$ cat config.mk
export PLATFORM = sky130hd
export DESIGN_NAME = wptr_full_ctrl
export DESIGN_NICKNAME = d
export VERILOG_FILES = /design/src/rtl/wptr_full_ctrl.sv
export SDC_FILE = /design/constraint.sdc
export NUM_CORES = 1
export LEC_CHECK = 0
export ABC_AREA = 0
export CORE_AREA = 2 2 61 63
export CTS_CLUSTER_DIAMETER = 40
export CTS_CLUSTER_SIZE = 30
export DETAILED_ROUTE_END_ITERATION = 12
export DIE_AREA = 0 0 63 65
export HOLD_SLACK_MARGIN = 0.08
export PLACE_DENSITY = 0.75
export SETUP_SLACK_MARGIN = 0.02
export SKIP_CTS_REPAIR_TIMING = 1
export SYNTH_ARGS = -nofsm -noshare
export SYNTH_HDL_FRONTEND = slang
export SYNTH_SLANG_ARGS = --single-unit
$ cat constraint.sdc
create_clock -name wclk -period 3.9 [get_ports wclk]
set_input_delay 1.17 -clock wclk [delete_from_list [all_inputs] [get_ports wclk]]
set_output_delay 1.17 -clock wclk [all_outputs]
set_load 0.01 [all_outputs]
$ cat src/rtl/wptr_full_ctrl.sv
`default_nettype none
// ============================================================================
//  Module   : wptr_full_ctrl
//  Purpose  : Write-side pointer and full-flag controller for a dual-clock
//             Gray-pointer FIFO.  Everything runs in the write clock domain,
//             including the 2-flop synchroniser for the incoming Gray read
//             pointer.
//
//  Ports    : wclk         - write-domain clock (rising edge)
//             wrst         - synchronous, active-high reset
//             winc         - write request, honoured only while wfull=0
//             wclr_ovf     - clears the sticky overflow flag
//             wrptr        - Gray read pointer from the read domain (async)
//             waddr        - memory write address (low bits of binary pointer)
//             wptr         - registered Gray write pointer for the read domain
//             wfull        - registered full flag
//             walmost_full - registered, occupancy >= AFULL_THRESH
//             wlevel       - registered occupancy, 0..2^ADDRSIZE
//             woverflow    - sticky, a write was attempted while full
//
//  Revision : 1.0 - initial release
// ============================================================================
module wptr_full_ctrl #(
   parameter int ADDRSIZE     = 5,
   parameter int AFULL_THRESH = 28
) (
   input  logic                wclk,
   input  logic                wrst,
   input  logic                winc,
   input  logic                wclr_ovf,
   input  logic [ADDRSIZE:0]   wrptr,
   output logic [ADDRSIZE-1:0] waddr,
   output logic [ADDRSIZE:0]   wptr,
   output logic                wfull,
   output logic                walmost_full,
   output logic [ADDRSIZE:0]   wlevel,
   output logic                woverflow
);

   localparam logic [ADDRSIZE:0] AF_LEVEL = AFULL_THRESH[ADDRSIZE:0];

   // Synchroniser stages for the read pointer.
   logic [ADDRSIZE:0] wq1;
   logic [ADDRSIZE:0] wq2;

   // Binary write pointer (one extra wrap bit above the address).
   logic [ADDRSIZE:0] wbin;

   logic              winc_ok;
   logic [ADDRSIZE:0] wbinnext;
   logic [ADDRSIZE:0] wgraynext;
   logic [ADDRSIZE:0] rbin_s;
   logic [ADDRSIZE:0] level_next;
   logic              wfull_val;

   // ------------------------------------------------------------------------
   // Gray-to-binary of the synchronised read pointer: each binary bit is the
   // XOR of all Gray bits at and above it.
   // ------------------------------------------------------------------------
   genvar gi;
   generate
      for (gi = 0; gi <= ADDRSIZE; gi++) begin : g_gray2bin
         assign rbin_s[gi] = ^wq2[ADDRSIZE:gi];
      end
   endgenerate

   // ------------------------------------------------------------------------
   // Next-pointer, full and level arithmetic
   // ------------------------------------------------------------------------
   always_comb begin
      winc_ok    = winc & ~wfull;
      wbinnext   = wbin + {{ADDRSIZE{1'b0}}, winc_ok};
      wgraynext  = (wbinnext >> 1) ^ wbinnext;
      // Full when the write pointer is exactly one lap ahead of the read
      // pointer; in Gray code that means the top two bits are inverted and
      // the rest match.
      wfull_val  = (wgraynext == {~wq2[ADDRSIZE:ADDRSIZE-1], wq2[ADDRSIZE-2:0]});
      // Modular difference; the stale read pointer can only make this larger
      // than the true occupancy, never smaller.
      level_next = wbinnext - rbin_s;
   end

   // ------------------------------------------------------------------------
   // State registers
   // ------------------------------------------------------------------------
   always_ff @(posedge wclk) begin
      if (wrst) begin
         wq1          <= '0;
         wq2          <= '0;
         wbin         <= '0;
         wptr         <= '0;
         wfull        <= 1'b0;
         walmost_full <= 1'b0;
         wlevel       <= '0;
         woverflow    <= 1'b0;
      end else begin
         wq1          <= wrptr;
         wq2          <= wq1;
         wbin         <= wbinnext;
         wptr         <= wgraynext;
         wfull        <= wfull_val;
         walmost_full <= (level_next >= AF_LEVEL);
         wlevel       <= level_next;
         // Set has priority over clear when both occur together.
         woverflow    <= (winc & wfull) | (woverflow & ~wclr_ovf);
      end
   end

   assign waddr = wbin[ADDRSIZE-1:0];

endmodule
`default_nettype wire

==> run summary <==
outcome: finished, final reports clean
R2R Setup Slk: 1.07 ns
reg-to-reg startpoint: wq2[4]
Starting Density: 42.0%
top_reg_cell synth: dfxtp_1
worst vdd ir: 0.000231 V
final setup violation count: 0
Setup Total Neg Slack: 0 ns
Iter 0 DRT Violations: 20
most frequent cell after synthesis: dfxtp_1
DP Area: 1840 um^2
CP max FO: 5
Compound-Gate Fraction of Synth Area: 4.43%
gp weighted congestion: 0.860
synth warn: 0
Die H: 65 um
slew margin rel.: 62.1%
design area: 1900 um^2
clock-pin slew on the worst setup and hold paths: 0.11 ns
dpl cells: 228
Crit. End Element: register
Max Cap Violations: 0
Critical Path RT: 4.16 ns
layout cell share with drive strength beyond 1: 10.1%
fmax: 283 MHz
CTS tree: done
Critical Path Source Type: input pin
Multi-input gate area: 790 um^2
core area: 3500 um^2
Min-Delay Path Class: reg2reg
proportion of synthesized area in mux cells: 2.05%
Worst R2R Path Depth: 10
Crit Path Category: in2reg
Mapped Cells: 150
#FFs+latches synth: 32
Post-synth top cells: 32 x dfxtp_1, 20 x nor2_1, 17 x xnor2_1, 15 x nor2b_1, 8 x ha_1
Synth Area in Adders: 6.82%
CTS max path bufs: 2
hold depth: 1
Critical Path AT: 3.79 ns
# IOs: 30
worst skew pair latency: 0.35 ns
Power Density: 407 nW/um^2
Max Slew Vio Count: 0
die area: 4100 um^2
Syn Nets: 168
Worst Hold Endpoint: wq2[3]
HP Start: wq1[3]
asr flop ratio synth: 0%
first-pass GRT wire length: 4.74 mm
dpl hpwl: 2.21 mm
H-tree depth: 2
Yosys top cell by area: dfxtp_1
Antenna Nets Post-Route: 0
FILL cells: 342
All-Layer GR Usage: 15.3%
top-area cell type share of the netlist area: 43.6%
Synth cell types: 30
Cell Count, Final, Fillers Out: 236
Clock Skews: 0.00604 ns
final net count: 205
largest net degree at the start of global routing: 17
RSZ-0062 raised after global routing: no
register area: 641 um^2
Leak: 0.000811 uW
Post-Synth Simple-Gate Area: 20.5%
initial antenna violation count: 0
DR vias/cell: 4.76
register area share after synthesis: 43.6%
final-report hold violation count: 0
n_diodes: 0
Tcrit/Tclk final: 90.5%
First-pass DRT Iterations: 4
Post-Syn Area: 1470 um^2
Mapped Avg Cell Area: 9.78 um^2
EDFF count, synth: 0
TritonCTS sink count: 32
Synth Area in XOR/XNOR: 20.0%
CTS Root Cell: clkbuf_4
Reg-to-Reg End: walmost_full
DR WL/cell: 12.0 um
DRT Wirelength: 2.84 mm
# port buffers: 29
die width: 63 um
synthesis-to-layout area growth: 29.6%
number of global-route vias before repair: 1,113
DR DRC count: 0
CTS Buf Count: 5
top post-synthesis cells by area: dfxtp_1 44%, xnor2_1 10%, ha_1 6.8%, nor2b_1 6.4%, nor2_1 5.1%
Rows: 22
via count: 1,123
largest family of logic cells by synthesized area: simple AND/OR/NAND/NOR gates
Slew @ Worst Pin: 0.567 ns
crit path time final: 3.53 ns
grt total ovfl: 0
==> registers in the layout, indices dropped and copies added (netlist names) <==
| signal | count |
|---|---|
| wq2 | 6 |
| wlevel | 6 |
| wbin | 5 |
| wq1 | 6 |
| wfull | 1 |
| wptr | 6 |
| walmost_full | 1 |
| woverflow | 1 |
==> per-stage QoR <==
| stage | utilization, % | hold WS (ns) | total power, uW | worst slack, ns |
|---|---|---|---|---|
| after detailed placement | 52.6 | 0.428 | 585 | 0.00871 |
| after floorplan | - | 0.414 | 504 | 0.452 |
| after global placement | 52.6 | 0.421 | 580 | 0.117 |
| after CTS | 54.4 | 0.454 | 780 | 0.351 |
| after global routing | 54.4 | 0.463 | 816 | 0.199 |
| final | 54.4 | 0.448 | 774 | 0.370 |
==> cell families after synthesis <==
logic type | after synthesis
AND/OR/NAND/NOR | 59
flip-flops | 32
XOR/XNOR | 27
AO/OA/AOI/OAI | 11
buffers and inverters | 10
adder cells (fa/ha/maj) | 8
multiplexers | 3
==> worst max-delay path, stage by stage <==
cell	delay [ns]
clkdlybuf4s50_1	0.48
nor2b_1	0.19
ha_1	0.20
ha_1	0.18
nand3_1	0.09
xor2_1	0.22
inv_2	0.07
ha_1	0.35
a21o_1	0.21
or4b_1	0.53
o311ai_1	0.09
==> how the worst max path moves through the flow <==
| stage | from | to | slack [ns] | cells past startpoint |
|---|---|---|---|---|
| 6_report | winc | walmost_full | 0.37 | 11 |
| 5_1_grt | winc | walmost_full | 0.20 | 11 |
| 4_1_cts | winc | walmost_full | 0.35 | 11 |
| 3_5_place_dp | winc | walmost_full | 0.009 | 11 |
| 3_3_place_gp | winc | walmost_full | 0.12 | 11 |
| 2_1_floorplan | winc | walmost_full | 0.45 | 10 |
==> per-layer routing <==
layer  vias to the layer above  routed length [um]  global-route usage, %
li1                        559                   -                      -
met1                       519                1170                   15.4
met2                        33                1440                   27.0
met3                        12                 148                   5.38
met4                         0                  85                   9.72
met5                         -                   0                      0
==> cells in the final DEF (no fill, tap or decap), types with 2 or more instances in the layout <==
master / synthesis / layout
xnor2_1: 17 / 17
xnor3_1: 2 / 2
mux2i_1: 3 / 3
nand2_1: 7 / 7
clkdlybuf4s50_1: 0 / 29
nor2_1: 20 / 20
ha_1: 8 / 8
inv_2: 2 / 2
nand3_1: 3 / 3
nor2b_1: 15 / 15
a21oi_1: 6 / 6
clkbuf_4: 0 / 5
nor3_1: 4 / 4
and3_1: 2 / 2
nand2b_1: 3 / 3
dfxtp_1: 32 / 32
xor2_1: 5 / 5
inv_1: 4 / 4
buf_4: 0 / 5
clkinvlp_4: 0 / 2
==> cell type report <==
cell class,instances,area share [%]
Timing Repair Buffer,34,17.2
Clock inverter,3,1.25
Sequential cell,32,33.7
Inverter,6,1.18
Clock buffer,5,1.97
Multi-Input combinational cell,108,41.5
Tap cell,48,3.16
==> where the power goes <==
part	internal [uW]	switching [uW]
Clock	70.8	126
Sequential	356	12.3
Combinational	113	96.2
Power figures use the tool's default switching activity.
